==> src/rtl/instr_sequencer_pkg.sv <==
// Shared constants for the instruction sequencer: ALU op codes, FSM states,
// instruction field positions and the legal-opcode check.
package instr_sequencer_pkg;

  localparam logic [6:0] OP_ADD = 7'h01;
  localparam logic [6:0] OP_SUB = 7'h02;
  localparam logic [6:0] OP_AND = 7'h03;
  localparam logic [6:0] OP_OR  = 7'h04;
  localparam logic [6:0] OP_XOR = 7'h05;
  localparam logic [6:0] OP_SLT = 7'h06;
  localparam logic [6:0] OP_SLL = 7'h07;
  localparam logic [6:0] OP_SRL = 7'h08;

  typedef enum logic [1:0] {
    ST_IDLE   = 2'd0,
    ST_DECODE = 2'd1,
    ST_EXEC   = 2'd2,
    ST_WB     = 2'd3
  } state_t;

  localparam int unsigned OPC_MSB = 31;
  localparam int unsigned OPC_LSB = 25;
  localparam int unsigned RD_MSB  = 24;
  localparam int unsigned RD_LSB  = 20;
  localparam int unsigned RS1_MSB = 19;
  localparam int unsigned RS1_LSB = 15;
  localparam int unsigned IBIT    = 14;
  localparam int unsigned RS2_MSB = 13;
  localparam int unsigned RS2_LSB = 9;
  localparam int unsigned IMM_MSB = 13;

  function automatic logic is_legal_op(input logic [6:0] opc);
    logic legal;
    case (opc)
      OP_ADD, OP_SUB, OP_AND, OP_OR,
      OP_XOR, OP_SLT, OP_SLL, OP_SRL: legal = 1'b1;
      default:                        legal = 1'b0;
    endcase
    return legal;
  endfunction

endpackage

==> src/rtl/instr_field_decode.sv <==
// Combinational field decode of one 32-bit instruction word into DataPath
// controls plus a legal-opcode flag.
module instr_field_decode
  import instr_sequencer_pkg::*;
(
  input  logic [31:0] i_instr,
  output logic [6:0]  o_op,
  output logic [4:0]  o_addr_a,
  output logic [4:0]  o_addr_b,
  output logic [4:0]  o_addr_d,
  output logic [31:0] o_immed,
  output logic        o_y_sel,
  output logic        o_legal
);

  logic w_ibit;

  assign w_ibit = i_instr[IBIT];

  always_comb begin
    o_op     = i_instr[OPC_MSB:OPC_LSB];
    o_addr_d = i_instr[RD_MSB:RD_LSB];
    o_addr_a = i_instr[RS1_MSB:RS1_LSB];
    o_legal  = is_legal_op(i_instr[OPC_MSB:OPC_LSB]);
    o_y_sel  = w_ibit;
    o_addr_b = '0;
    o_immed  = '0;
    if (w_ibit) begin
      o_immed = {{(31 - IMM_MSB){i_instr[IMM_MSB]}}, i_instr[IMM_MSB:0]};
    end else begin
      o_addr_b = i_instr[RS2_MSB:RS2_LSB];
    end
  end

endmodule

==> src/rtl/instr_sequencer.sv <==
// Multi-cycle instruction sequencer: accepts a word in IDLE or WB, then steps
// DECODE -> EXEC -> WB, pulsing write (or illegal) in WB.
module instr_sequencer
  import instr_sequencer_pkg::*;
#(
  parameter int unsigned CNT_W = 16
) (
  input  logic             clk,
  input  logic             reset,
  input  logic             instr_valid,
  input  logic [31:0]      instr,
  output logic             instr_ready,
  output logic [6:0]       op,
  output logic [4:0]       addr_a,
  output logic [4:0]       addr_b,
  output logic [4:0]       addr_d,
  output logic [31:0]      immed,
  output logic             y_sel,
  output logic             write,
  output logic             illegal,
  output logic [CNT_W-1:0] retired
);

  state_t r_state;
  state_t w_next;
  logic   w_accept;

  logic [6:0]       w_op;
  logic [4:0]       w_addr_a;
  logic [4:0]       w_addr_b;
  logic [4:0]       w_addr_d;
  logic [31:0]      w_immed;
  logic             w_y_sel;
  logic             w_legal;

  logic [6:0]       r_op;
  logic [4:0]       r_addr_a;
  logic [4:0]       r_addr_b;
  logic [4:0]       r_addr_d;
  logic [31:0]      r_immed;
  logic             r_y_sel;
  logic             r_legal;
  logic             r_write;
  logic             r_illegal;
  logic [CNT_W-1:0] r_retired;

  instr_field_decode u_decode (
    .i_instr  (instr),
    .o_op     (w_op),
    .o_addr_a (w_addr_a),
    .o_addr_b (w_addr_b),
    .o_addr_d (w_addr_d),
    .o_immed  (w_immed),
    .o_y_sel  (w_y_sel),
    .o_legal  (w_legal)
  );

  always_ff @(posedge clk or negedge reset) begin
    if (!reset) r_state <= ST_IDLE;
    else        r_state <= w_next;
  end

  // Ready depends on state alone; instr_valid only steers the next state.
  always_comb begin
    w_next      = r_state;
    instr_ready = 1'b0;
    case (r_state)
      ST_IDLE: begin
        instr_ready = 1'b1;
        if (instr_valid) w_next = ST_DECODE;
      end
      ST_DECODE: w_next = ST_EXEC;
      ST_EXEC:   w_next = ST_WB;
      ST_WB: begin
        instr_ready = 1'b1;
        w_next      = instr_valid ? ST_DECODE : ST_IDLE;
      end
      default: w_next = ST_IDLE;
    endcase
    w_accept = instr_ready & instr_valid;
  end

  // write/illegal are registered on the EXEC->WB edge so they occupy exactly
  // the WB cycle; retire uses the outgoing r_legal even when WB reloads fields.
  always_ff @(posedge clk or negedge reset) begin
    if (!reset) begin
      r_op      <= '0;
      r_addr_a  <= '0;
      r_addr_b  <= '0;
      r_addr_d  <= '0;
      r_immed   <= '0;
      r_y_sel   <= 1'b0;
      r_legal   <= 1'b0;
      r_write   <= 1'b0;
      r_illegal <= 1'b0;
      r_retired <= '0;
    end else begin
      if (w_accept) begin
        r_op     <= w_op;
        r_addr_a <= w_addr_a;
        r_addr_b <= w_addr_b;
        r_addr_d <= w_addr_d;
        r_immed  <= w_immed;
        r_y_sel  <= w_y_sel;
        r_legal  <= w_legal;
      end
      r_write   <= (r_state == ST_EXEC) &&  r_legal;
      r_illegal <= (r_state == ST_EXEC) && !r_legal;
      if ((r_state == ST_WB) && r_legal) r_retired <= r_retired + CNT_W'(1);
    end
  end

  assign op      = r_op;
  assign addr_a  = r_addr_a;
  assign addr_b  = r_addr_b;
  assign addr_d  = r_addr_d;
  assign immed   = r_immed;
  assign y_sel   = r_y_sel;
  assign write   = r_write;
  assign illegal = r_illegal;
  assign retired = r_retired;

endmodule

==> config.mk <==
export PLATFORM = sky130hd
export DESIGN_NAME = instr_sequencer
export DESIGN_NICKNAME = d
export VERILOG_FILES = /design/src/rtl/instr_sequencer_pkg.sv /design/src/rtl/instr_field_decode.sv /design/src/rtl/instr_sequencer.sv
export SDC_FILE = /design/constraint.sdc
export NUM_CORES = 1
export LEC_CHECK = 0
export ABC_AREA = 0
export CAP_MARGIN = 20
export CORE_MARGIN = 5
export CORE_UTILIZATION = 45
export DETAILED_ROUTE_END_ITERATION = 6
export PLACE_DENSITY = 0.83
export REMOVE_ABC_BUFFERS = 1
export SLEW_MARGIN = 10
export SYNTH_ARGS = -nofsm -noshare
export SYNTH_HDL_FRONTEND = slang
export SYNTH_SLANG_ARGS = --single-unit
==> constraint.sdc <==
create_clock -name clk -period 2.32 [get_ports clk]
set_input_delay 0.348 -clock clk [delete_from_list [all_inputs] [get_ports clk]]
set_output_delay 0.348 -clock clk [all_outputs]
set_load 0.01 [all_outputs]
After elaboration in Yosys (flattened, before gate mapping)
Memories as Yosys holds them, arrays and structs flattened.
Index checks and enable logic that the tools add are counted.
{"block": "totals", "ff_bits": 76, "romBits": 16, "input_bits": 35, "word_cells": 32, "n_memories": 1}
{"block": "classes", "add_sub_neg": 1, "n_eq_ne": 4, "n_mux": 7, "bitwise_logic": 1, "n_reduce_logical": 7}
{"memory": "(no name shown)", "words": 16, "word_bits": 1, "rd": 1, "rd_ports_with_merged_regs": 0, "write_ports": 0, "line_no": "instr_sequencer_pkg.sv:34", "text": "case (opc)"}
{"operator": "$mux 32", "n": 1}
{"operator": "$add 16x1->16 const B", "n": 1}
{"operator": "$pmux 2 s4", "n": 1}
{"operator": "$mux 5", "n": 1}
{"operator": "$eq 2x2->1 const B", "n": 2}
{"operator": "$logic_and 1x1->1", "n": 3}
{"operator": "$logic_not 3->1", "n": 1}
{"operator": "$mux 1", "n": 3}
{"operator": "$eq 2x1->1 const B", "n": 1}
{"operator": "$logic_not 2->1", "n": 1}
{"operator": "$mux 2", "n": 1}
{"operator": "$ne 2x2->1 const B", "n": 1}
{"operator": "$reduce_or 2->1", "n": 1}
{"operator": "$and 1x1->1", "n": 1}
{"operator": "$logic_not 1->1", "n": 1}

Logic depth before layout (Yosys ltp)
{"block": "depth", "word_depth": 4, "depth_mapped": 8, "ltp_nobuf": 6}

Hierarchy
From an unflattened synthesis, not the netlist that was laid out.
{"block": "hier_totals", "cells_unflattened": 256, "hier_area_um2": 3440.8}
{"mod": "instr_sequencer", "instances": 1, "cells_each": 196, "area_each_um2": 3020.4, "seq_area_each_um2": 1901.8}
{"mod": "instr_field_decode", "instances": 1, "cells_each": 60, "area_each_um2": 420.4, "seq_area_each_um2": 0.0}

Worst setup path before layout
No wires, ideal clock.
{"block": "synth_path", "path_type": "register -> register", "from": "register r_state[0]", "to": "register r_immed[2] (netlist: immed[2])", "setup_ns": 0.136, "arrival_time_ns": 1.513, "setup_slack_ns": 0.670, "stages_incl_launch_ff": 8, "period_less_slack_ns": 1.650, "path_cell_list": "dfrtp_1 > inv_1 > ha_1 > inv_1 > nand2_1 > buf_2 > clkbuf_1 > o21ai_0"}
{"block": "synth_via", "elab_chain_cells": 4, "word_cells_on_any_way": 5, "classes_between": "eq/ne: 1; mux: 1; bitwise: 1; reduce/logical: 2"}
{"element": "from (decl)", "line_no": "instr_sequencer.sv:24", "text": "state_t r_state;"}
{"element": "from (signal assigned)", "line_no": "instr_sequencer.sv:60", "text": "else r_state <= w_next;"}
{"element": "$eq 2x2->1 or $logic_not 2->1 (tied branches)", "line_no": "instr_sequencer.sv:67", "text": "case (r_state)"}
{"element": "$reduce_or 2->1 (no source line) *"}
{"element": "$mux 1 *", "line_no": "instr_sequencer.sv:67"}
{"element": "via instr_ready", "line_no": "instr_sequencer.sv:12", "text": "output logic instr_ready,"}
{"element": "$and 1x1->1 *", "line_no": "instr_sequencer.sv:80", "text": "w_accept = instr_ready & instr_valid;"}
{"element": "to (signal assigned)", "line_no": "instr_sequencer.sv:103", "text": "r_immed <= w_immed;"}
{"element": "to (decl)", "line_no": "instr_sequencer.sv:40", "text": "logic [31:0] r_immed;"}
The timed path passes the listed nets; every way through them passes the cells marked *.
A chain may end at the register's enable or synchronous reset.

Final worst setup path
{"block": "layout_path", "from": "register r_state[0]", "to": "output port instr_ready"}
{"block": "layout_via", "elab_chain_cells": 3, "word_cells_on_any_way": 4, "classes_between": "eq/ne: 1; mux: 1; reduce/logical: 2"}
{"element": "$eq 2x2->1 or $logic_not 2->1 (tied branches)", "line_no": "instr_sequencer.sv:67"}
{"element": "$reduce_or 2->1 (no source line) *"}
{"element": "$mux 1 *", "line_no": "instr_sequencer.sv:67"}
{"element": "to (decl)", "line_no": "instr_sequencer.sv:12"}
Mark *: on every way between the ends. The rest lies on a longest branch, timed or not.

==> run_results.csv <==
group,metric,value,unit
yosys,synth_largest_type_area_fraction,0.575,
floorplan,design.core.area,5470,um^2
power_and_ir_drop,intPower,3.21,mW
yosys,syn-instance-count,225,
routing,wl_per_cell,14.3,um
critical_path,reg2reg_to,"immed[6]$_DFFE_PN0P_",
yosys,synth_seq_area_share,0.575,
routing,vias_per_cell,4.77,
yosys,synth_cell_types,27,
critical_path,critical_path_class,"reg -> out",
critical_path,arrival,1.77,ns
timing,setup_repair_after_global_routing_missed_its_margin,"false",
power_and_ir_drop,vdd_drop_max,0.000765,V
final_layout,area.growth.synth_to_final,49.5,%
timing,number_of_setup_violations_in_the_final_report,0,
timing,timing.fmax,473,MHz
clock_network,cts-hold-fix-buffers,0,
yosys,total_of_flip_flops_plus_latches_after_synthesis,58,
timing,timing_worst_slew_pin_value,0.624,ns
clock_network,cts_tree,"yes",
critical_path,crit_path_end_kind,"primary output",
critical_path,rr_worst_depth,7,
power_and_ir_drop,power,4.69,mW
power_and_ir_drop,power_leakage,1.64,nW
routing,drtIter0Drc,96,
timing,worst_clock_skew,0.00372,ns
yosys,synth_area_leaders,"dfrtp_1, mux2_2, nand2_1",
clock_network,postCtsSetupRepairBufs,0,
clock_network,root_buffer,"clkbuf_8",
yosys,netlist_area,2520,um^2
timing,drv_slew,0,
floorplan,fp-row-count,27,
clock_network,clk_path_buf_depth,2,
routing,vias,1899,
floorplan,dieWidth,84.9,um
global_routing,grt_pass1_wl,9450,um
critical_path,cp-start-kind,"flip-flop",
yosys,yosys_most_used_dff,"dfrtp_1",
final_layout,fin_nets,362,
floorplan,chipHeight,84.9,um
routing,route.antenna.remaining_nets,0,
power_and_ir_drop,power.sequential.fraction,0.346,
final_layout,num_antenna_cells,0,
timing,final_hold_viol_count,0,
run_status,outcome,"finished clean",
yosys,synth_largest_area_cell,"dfrtp_1",
clock_network,cts.sink_count,58,
placed_design,finalWeightedCongestion,0.762,
critical_path,worstPathRequired,1.97,ns
critical_path,timing.critical_path.fanout_max,5,
power_and_ir_drop,combinationalPowerShare,0.452,
power_and_ir_drop,p_switching,1.48,mW
yosys,synth_commonest_cells,"dfrtp_1, nand2_1, o21ai_0, mux2_2, buf_4",
critical_path,r2r-start,"r_state[0]$_DFFE_PN0P_",
yosys,synthesis.yosys.warnings,0,
floorplan,start_util,0.461,
yosys,number_of_enable_type_register_cells_in_the_synthesized_netlist,0,
timing,finalWorstPathRequiredPeriod,2.12,ns
timing,post_route_setup_tns,0,ns
clock_network,tritoncts.num_buffers,9,
hold_path,hp-class,"in -> async",
power_and_ir_drop,switching_share,0.315,
clock_network,post_cts_resize_count,0,
global_routing,total_global_route_track_usage,0.167,
routing,first_pass_iteration_count_of_the_detailed_router,4,
final_layout,fillerInstances,420,
placed_design,port_buffers,108,
timing,relSlewSlack,0.583,
power_and_ir_drop,share_clk_of_total_power,0.202,
clock_network,ctsHtreeMaxLevel,3,
global_routing,largest_net_degree_at_the_start_of_global_routing,35,
critical_path,setup_slack_of_the_most_critical_reg_to_reg_path,0.52,ns
global_routing,number_of_antenna_violations_at_the_first_check_in_global_routing,0,
clock_network,cts.reportedPaths.clkPinSlew,0.06,ns
floorplan,io_pins,109,
yosys,async_reset_ff_frac,1.00,
global_routing,grt_pass1_vias,1918,
global_routing,grt.overflow.total,0,
placed_design,dpl.hpwl,4310,um
yosys,postSynthAreaPerCell,11.2,um^2
run,max_cap_violations,0,
timing,final_worst_path_cycle_share,0.912,
yosys,post-synth-top-count-cell,"dfrtp_1",
clock_network,worst_skew_pair_latency,0.33,ns
final_layout,final_layout_size_suffix_gt1_frac,0.132,
power_and_ir_drop,pwr_density_cell,1240,nW/um^2
floorplan,die-area,7200,um^2
routing,routed_wirelength,5710,um
routing,drt_drc_violations_left,0,
per-stage QoR:
step                      hold WS [ns]  std cells  utilization  instance area (um^2)  worst slack (ns)
after detailed placement         0.385        383        0.652                  3570             0.465
after CTS                       0.0273        398        0.689                  3770             0.174
final                           0.0140        398        0.689                  3770             0.205
after floorplan                 0.0524        199            -                  2350            0.0190
after global routing            0.0536        398        0.689                  3770            0.0981
after global placement           0.379        383        0.652                  3570             0.571
registers in the layout, indices dropped and copies added (netlist names):
signal and count:
addr_b 5, write 1, op 7, illegal 1
addr_d 5, r_state 2, r_legal 1, addr_a 5
immed 14, retired 16, y_sel 1
cells by family after synthesis:
kind of cell / count (synthesis) / synth area share
buffers and inverters: 29 / 0.0709
AOI/OAI and AO/OA: 23 / 0.0491
muxes: 19 / 0.0848
and+or+nand+nor: 75 / 0.139
xor gates and xnor gates: 16 / 0.0556
adders and majority gates: 5 / 0.0248
DFF: 58 / 0.575
per-layer routing:
| metal | share of wire | global-route usage | vias to the layer above |
|---|---|---|---|
| met5 | 0 | 0 | - |
| met3 | 0.11 | 0.0777 | 9 |
| met1 | 0.42 | 0.211 | 884 |
| met4 | 0.016 | 0.0691 | 0 |
| li1 | - | - | 921 |
| met2 | 0.46 | 0.250 | 85 |
power groups by stage:
stage | combinational [mW] | sequential (mW) | clock, mW
floorplan | 0.617 | 1.87 | 0
global placement | 2.10 | 1.63 | 0
detailed placement | 2.16 | 1.65 | 0
CTS | 2.16 | 1.63 | 0.971
global route | 2.29 | 1.69 | 1.02
finish | 2.12 | 1.62 | 0.946
area by class of cell:
| cell class | count | area (um^2) | area share |
|---|---|---|---|
| clock buffer | 13 | 169 | 0.0448 |
| inverter | 3 | 11.3 | 0.00299 |
| multi-input combinational | 138 | 895 | 0.237 |
| sequential | 58 | 1450 | 0.385 |
| timing repair buffer | 112 | 1120 | 0.297 |
| clock inverter | 2 | 35.0 | 0.00929 |
| tap | 72 | 90.1 | 0.0239 |
critical path, stage by stage, from the launching register on:
cell and delay [ns]:
dfrtp_1 0.40, inv_1 0.10, ha_1 0.31, inv_1 0.09, clkdlybuf4s50_1 0.54
how the worst max path moves through the flow:
stage	from	depth (start not counted)	slack [ns]	end
4_1_cts	r_state[0]$_DFFE_PN0P_	4	0.17	instr_ready
5_1_grt	r_state[0]$_DFFE_PN0P_	4	0.1	instr_ready
3_3_place_gp	r_state[0]$_DFFE_PN0P_	7	0.57	immed[6]$_DFFE_PN0P_
6_report	r_state[0]$_DFFE_PN0P_	4	0.20	instr_ready
3_5_place_dp	r_state[0]$_DFFE_PN0P_	6	0.46	immed[6]$_DFFE_PN0P_
2_1_floorplan	r_state[0]$_DFFE_PN0P_	5	0.02	addr_a[0]$_DFFE_PN0P_
cells in the final DEF, fill, tap and decap left out:
master	count
clkdlybuf4s50_1	107
dfrtp_1	58
nand2_1	42
o21ai_0	20
mux2_2	19
clkbuf_8	12
xnor2_1	10
xor2_1	6
nand2b_1	6
nand3_1	5
ha_1	5
nor2_1	4
inv_1	3
nand4_1	3
nor4_1	3
buf_4	3
and2_1	2
nand2_2	2
nor2_2	2
nor3_1	2
and2b_1	1
and4_1	1
or4_4	1
and3_1	1
a31oi_1	1
o22a_1	1
a22o_1	1
clkbuf_1	1
bufinv_16	1
clkinv_2	1
buf_2	1
buf_12	1
Note: power is estimated with default switching activity, not from simulation.
